`config.mk`:
```
export PLATFORM = sky130hd
export DESIGN_NAME = regfile_write_arbiter
export DESIGN_NICKNAME = d
export VERILOG_FILES = /design/src/rtl/regfile_write_arbiter.sv
export SDC_FILE = /design/constraint.sdc
export NUM_CORES = 1
export LEC_CHECK = 0
export CORE_MARGIN = 10
export CORE_UTILIZATION = 43
export CTS_CLUSTER_DIAMETER = 50
export DETAILED_ROUTE_END_ITERATION = 8
export PLACE_DENSITY = 0.95
export SLEW_MARGIN = 30
export SYNTH_ARGS = -nofsm -noshare
export SYNTH_HDL_FRONTEND = slang
export SYNTH_SLANG_ARGS = --single-unit
```
`constraint.sdc`:
```
create_clock -name clk -period 3.8 [get_ports clk]
set_input_delay 0.38 -clock clk [delete_from_list [all_inputs] [get_ports clk]]
set_output_delay 0.38 -clock clk [all_outputs]
set_load 0.1 [all_outputs]
```
`src/rtl/regfile_write_arbiter.sv`:
```
// Two-port arbiter for the register-file write port: writeback has priority, a starvation
// guard forces a multi-cycle-unit grant. Define RFARB_STATS_EN to add conflict/forced counters.
module regfile_write_arbiter #(
    parameter int unsigned DATA_W   = 64,
    parameter int unsigned ADDR_W   = 5,
    parameter int unsigned MAX_WAIT = 4
) (
    input  logic              clk,
    input  logic              reset,
    input  logic              wb_valid,
    output logic              wb_ready,
    input  logic [ADDR_W-1:0] wb_rd,
    input  logic [DATA_W-1:0] wb_data,
    input  logic              mc_valid,
    output logic              mc_ready,
    input  logic [ADDR_W-1:0] mc_rd,
    input  logic [DATA_W-1:0] mc_data,
    output logic              RegWrite,
    output logic [ADDR_W-1:0] RD,
    output logic [DATA_W-1:0] WriteData,
    output logic              mc_starved
`ifdef RFARB_STATS_EN
    ,
    output logic [31:0]       stat_conflicts,
    output logic [31:0]       stat_forced
`endif
);

    localparam int unsigned CNT_W = $clog2(MAX_WAIT + 1);
    localparam logic [CNT_W-1:0] MAX_CNT = CNT_W'(MAX_WAIT);

    typedef enum logic [0:0] {StPrio0, StForce1} state_e;

    state_e            state_q, state_d;
    logic [CNT_W-1:0]  wait_cnt_q, wait_cnt_d;
    logic              wb_fire, mc_fire, mc_stall;
    logic              wr_en;
    logic [ADDR_W-1:0] wr_rd;
    logic [DATA_W-1:0] wr_data;
    logic              reg_write_q;
    logic [ADDR_W-1:0] rd_q;
    logic [DATA_W-1:0] data_q;

    always_ff @(posedge clk or negedge reset) begin
        if (!reset) begin
            state_q    <= StPrio0;
            wait_cnt_q <= '0;
        end else begin
            state_q    <= state_d;
            wait_cnt_q <= wait_cnt_d;
        end
    end

    assign wb_fire  = wb_valid && wb_ready;
    assign mc_fire  = mc_valid && mc_ready;
    assign mc_stall = mc_valid && !mc_ready;

    always_comb begin
        wait_cnt_d = '0;
        if (mc_stall) begin
            wait_cnt_d = (wait_cnt_q == MAX_CNT) ? MAX_CNT : wait_cnt_q + 1'b1;
        end
        state_d = state_q;
        unique case (state_q)
            StPrio0:  if (mc_stall && wait_cnt_d == MAX_CNT) state_d = StForce1;
            StForce1: if (mc_fire || !mc_valid) state_d = StPrio0;
            default:  state_d = StPrio0;
        endcase
    end

    // Grants are held low for the whole time reset is asserted.
    always_comb begin
        wb_ready   = 1'b0;
        mc_ready   = 1'b0;
        mc_starved = 1'b0;
        if (reset) begin
            unique case (state_q)
                StPrio0: begin
                    wb_ready = wb_valid;
                    mc_ready = mc_valid && !wb_valid;
                end
                StForce1: begin
                    mc_ready   = mc_valid;
                    mc_starved = 1'b1;
                end
                default: ;
            endcase
        end
    end

    always_comb begin
        wr_rd   = wb_fire ? wb_rd : mc_rd;
        wr_data = wb_fire ? wb_data : mc_data;
        wr_en   = (wb_fire || mc_fire) && (wr_rd != '0);
    end

    always_ff @(posedge clk or negedge reset) begin
        if (!reset) begin
            reg_write_q <= 1'b0;
            rd_q        <= '0;
            data_q      <= '0;
        end else begin
            reg_write_q <= wr_en;
            if (wr_en) begin
                rd_q   <= wr_rd;
                data_q <= wr_data;
            end
        end
    end

    assign RegWrite  = reg_write_q;
    assign RD        = rd_q;
    assign WriteData = data_q;

`ifdef RFARB_STATS_EN
    logic [31:0] conflicts_q, forced_q;

    always_ff @(posedge clk or negedge reset) begin
        if (!reset) begin
            conflicts_q <= '0;
            forced_q    <= '0;
        end else begin
            if (wb_valid && mc_valid) conflicts_q <= conflicts_q + 32'd1;
            if (state_q == StPrio0 && state_d == StForce1) forced_q <= forced_q + 32'd1;
        end
    end

    assign stat_conflicts = conflicts_q;
    assign stat_forced    = forced_q;
`endif

endmodule
```
---- Word level (Yosys, flattened, before mapping) ----
Cells that the tools add are included.
storage, ports and cells
  register bits ........................... 74
  bits in latches ......................... 0
  RAM bits ................................ 0
  memory bits (read-only) ................. 0
  input port bits ......................... 142
  output and inout port bits .............. 73
  word-level logic and storage cells ...... 34
  memories kept ........................... 0
cells by class
  add/subtract/negate cells ............... 1
  multiply operators ...................... 0
  divide/modulo/power cells ............... 0
  magnitude comparators ................... 0
  eq/ne operators ......................... 2
  shift operators ......................... 0
  multiplexer cells ....................... 13
  bitwise operators ....................... 1
  reductions and logical operators ........ 12
operators with widths
  kind                                                           number
  64-bit two-way mux                                             1
  1-bit two-way mux                                              7
  3-bit == test, second input constant                           2
  1-bit logical AND                                              6
  3-bit two-way mux                                              2
  5-bit two-way mux                                              1
  5-bit nonzero test                                             1
  1-bit one-hot mux with 2 select lines                          2
  3-bit by 1-bit adder with 3-bit output, second input constant  1
  1-bit logical NOT                                              3
  1-bit logical OR                                               2
  1-bit NOT                                                      1

---- Longest topological paths before layout ----
  depth in word-level cells ............... 11
  depth in mapped cells ................... 8

---- Worst setup path before layout ----
Ideal clock, no wire load.
  path type ............................... register to register
  from .................................... register state_q
  to ...................................... register data_q[28], in the netlist WriteData[28]
  setup time .............................. 68 ps
  data arrival time ....................... 2135 ps
  data required time ...................... 3732 ps
  path slack .............................. 1597 ps
  stages on the path, launching flop included .. 8
  buffers on the path ..................... 2
  clock period less this slack ............ 2203 ps
  path through ............................ dfrtp_1 -> nand3b_1 -> buf_4 -> inv_1 -> clkbuf_1 -> nand2_1 -> nand2_1 -> mux2_4
between the ends
  longest elaborated chain between the ends .. 6
RTL lines
  item                    RTL line  text
  start, declared         34        state_e state_q, state_d;
  start signal, assigned  46        state_q <= StPrio0;
  start signal, assigned  49        state_q <= state_d;
  1-bit two-way mux (*)   77        unique case (state_q)
  1-bit two-way mux (*)   76        if (reset) begin
  named net wb_ready      11        output logic wb_ready,
  1-bit logical AND (*)   54        assign wb_fire = wb_valid && wb_ready;
  5-bit two-way mux       92        wr_rd = wb_fire ? wb_rd : mc_rd;
  5-bit nonzero test      94        wr_en = (wb_fire || mc_fire) && (wr_rd != '0);
  1-bit logical AND       94
  end signal, assigned    106       data_q <= wr_data;
  end, declared           42        logic [DATA_W-1:0] data_q;
The timed path passes the listed nets; every way through them passes the cells marked *.
A chain may end at the register's enable or synchronous reset.

---- Final worst setup path ----
  from .................................... input wb_valid
  to ...................................... output wb_ready
between the ends
  longest elaborated chain between the ends .. 2
RTL lines
  item               RTL line  text
  start, declared    10        input logic wb_valid,
  1-bit two-way mux  77
  1-bit two-way mux  76
  end, declared      11
Every way passes these cells.

==> metrics <==
clock latency on the worst-skew pair 0.33 ns; multiplexer share of the synthesized area 25.2%; Synth cell types 31; syn_nets 550; largest net degree at the start of global routing 78; post-synthesis xor/xnor area fraction 0.217%; Vias per Instance 4.89; post-synthesis adder-cell area fraction 0.621%; Post-Syn Area 4030 µm²; RSZ-0062 raised after global routing false; H-tree depth 3; Worst Skew 0.0123 ns; number of buffers and inverters on the critical path 4; synth warn 0; Placer Congestion 0.830; vias in the first global route 3853; Post-CTS Setup Repair Bufs 0; Rel. slew slack 32.2%; f_max 377 MHz; Worst path max stage delay 0.51 ns; max-cap violation count 0; Final Cycle Share 69.8%; post-synthesis simple-gate area fraction 20.6%; Post-Syn Instances 406; design area 6410 µm²; Cell Chain, Critical Path clkdlybuf4s50_1, nand3b_1, buf_4, inv_2, buf_12; crit path kind input port to output pin; Post-CTS Resized 0; DRT antenna net count 0; setup_tns 0 ns; CP Launch Type input port; Filler cells 681; Leak 3.03 nW; slowest stage cell, crit path inv_2; Final Hold Fails 0; CP delay by family, top buffers and inverters; layout cells sized above 1 14.9%; first-pass GRT wire length 20300 µm; Ports 215; largest family of logic cells by synthesized area multiplexers; Die Wd 117 µm; Iter 0 DRT Violations 174; cts bufs inserted 9; register area 1850 µm²; share of Yosys cell area claimed by the top area cell type 45.9%; Compound-Gate Fraction of Synth Area 2.08%; crit-path max FO 42; endpoints failing setup 0; die area 13600 µm²; Final Max Slew Viols 0; CTS sink cnt 74; Slew @ Worst Pin 1.01 ns; Synth area leaders dfrtp_1, mux2_4, nand2_1, mux2_2, buf_12; number of cell rows 35; initial core utilization 43.8%; IO buf count 214; Critical Path Sink Type output pin; Nets 758; status complete, no violations; power per cell area 555 nW/µm²; VDD IR max 0.000325 V; total grt overflow 0; root buf cell clkbuf_8; Worst Path Arrival 2.27 ns; synth-to-layout area growth 59.1%; cell taking the most area after synthesis dfrtp_1; area of the multi-input gates 1960 µm²; Die Ht 117 µm; Placed Area 6160 µm²; initial antenna violation count 1; detailed-placement wirelength estimate 10300 µm; synthesized area per cell 9.93 µm²; minimum clock period 2.65 ns; number of synthesized register bits 74; residual DRC count 0; clk slew on worst S/H paths 0.08 ns; CORE AREA 9200 µm²; First-pass DRT Iterations 4; CTS tree done; routed len/inst 18.2 µm; aggregate global-route resource usage 19.0%; Req. time, crit path 3.42 ns; Hold Path Class input port to asynchronous set/reset pin; post-synthesis sequential area ratio 45.9%; Clock Tree Buf Depth 2; # hold bufs at CTS 0; routed wire length 13300 µm; Vias 3572
==> Yosys cell counts <==
master,count
nand2_1,197
dfrtp_1,74
mux2_4,50
mux2_2,13
clkbuf_1,8
inv_1,7
buf_12,6
nor2_1,6
mux2_1,5
o21ai_0,5
buf_1,4
mux2i_1,4
nor3_1,3
a31oi_1,2
buf_2,2
buf_4,2
ha_1,2
nor4_1,2
o22ai_1,2
a21oi_1,1
a21oi_4,1
and2_1,1
and3_1,1
mux2i_4,1
nand2b_1,1
nand3b_1,1
nor2b_1,1
nor3b_1,1
o21ai_1,1
o31ai_1,1
xnor2_1,1
==> kinds of logic (layout without fill, tap and decap cells) <==
| group | after synthesis | count (layout) |
|---|---|---|
| other | 0 | 1 |
| and+or+nand+nor | 214 | 214 |
| buffers and inverters | 29 | 242 |
| adders and majority gates | 2 | 2 |
| xor gates and xnor gates | 1 | 1 |
| DFF | 74 | 74 |
| muxes | 73 | 73 |
| AOI/OAI and AO/OA | 13 | 13 |
==> final timing paths <==
| check | slack (ns) | cells after the start | endpoint | start |
|---|---|---|---|---|
| setup / recovery | 1.15 | 5 | wb_ready | wb_valid |
| hold / removal | 0.19 | 2 | WriteData[58] | reset |
| setup reg to reg | 1.28 | 7 | WriteData[15] | state_q |
| hold reg to reg | 0.49 | 1 | WriteData[38] | WriteData[38] |
| max in group asynchronous | 3.15 | 2 | WriteData[27] | reset |
| min in group clk | 0.49 | 1 | WriteData[38] | WriteData[38] |
==> state kept, by name, summed over array words and instances (netlist names) <==
| signal | flops |
|---|---|
| RD | 5 |
| state_q | 1 |
| wait_cnt_q | 3 |
| RegWrite | 1 |
| WriteData | 64 |
==> worst register-to-register path, stage by stage (launching register included) <==
cell	delay, ns
dfrtp_1	0.41
nand3b_1	0.33
buf_4	0.38
inv_2	0.51
buf_4	0.46
nand2_1	0.14
nand2_1	0.10
mux2_4	0.14
==> stage by stage <==
step | hold WS (ns) | utilization (%) | std cells | setup WS, ns | total power, mW
after floorplan | 0.0844 | - | 406 | 1.60 | 2.33
after detailed placement | 0.481 | 67.0 | 714 | 0.864 | 2.85
after CTS | 0.331 | 69.7 | 730 | 1.15 | 3.60
after global routing | 0.233 | 69.7 | 730 | 1.05 | 3.70
final | 0.186 | 69.7 | 731 | 1.15 | 3.56
after global placement | 0.449 | 67.1 | 714 | 1.01 | 2.82
==> metal layers <==
metal  track usage [%]  share of wire [%]
met1              19.2                 36
met4              4.86                1.5
met3              7.59                 10
met2              35.3                 53
met5                 0                  0
==> final cells by class <==
| type | instances | share of cell area, % |
|---|---|---|
| clock inverter | 6 | 1.79 |
| sequential | 74 | 28.9 |
| tap | 111 | 2.17 |
| inverter | 7 | 0.410 |
| multi-input combinational | 303 | 30.6 |
| timing repair buffer | 219 | 34.1 |
| clock buffer | 10 | 1.99 |
| antenna | 1 | 0.0390 |
==> where the power goes <==
part           total [mW]  leakage, nW  internal [mW]  switching [mW]
combinational        1.82         2.03          0.548            1.28
clock               0.736        0.117          0.439           0.297
sequential           1.00        0.890          0.923          0.0793
total                3.56         3.03           1.91            1.65
==> placed cells by master (no fill, tap or decap), types with 2 or more instances in the layout <==
cell type        Yosys  routed
a31oi_1              2       2
buf_12               6       2
buf_2                2       2
buf_4                2       6
bufinv_16            0       3
clkbuf_8             0       9
clkdlybuf4s50_1      0     208
clkinv_4             0       2
dfrtp_1             74      74
ha_1                 2       2
inv_1                7       6
mux2_1               5       5
mux2_2              13      13
mux2_4              50      50
mux2i_1              4       4
nand2_1            197     197
nor2_1               6       6
nor3_1               3       3
nor4_1               2       2
o21ai_0              5       5
o22ai_1              2       2
Power figures use the tool's default switching activity.
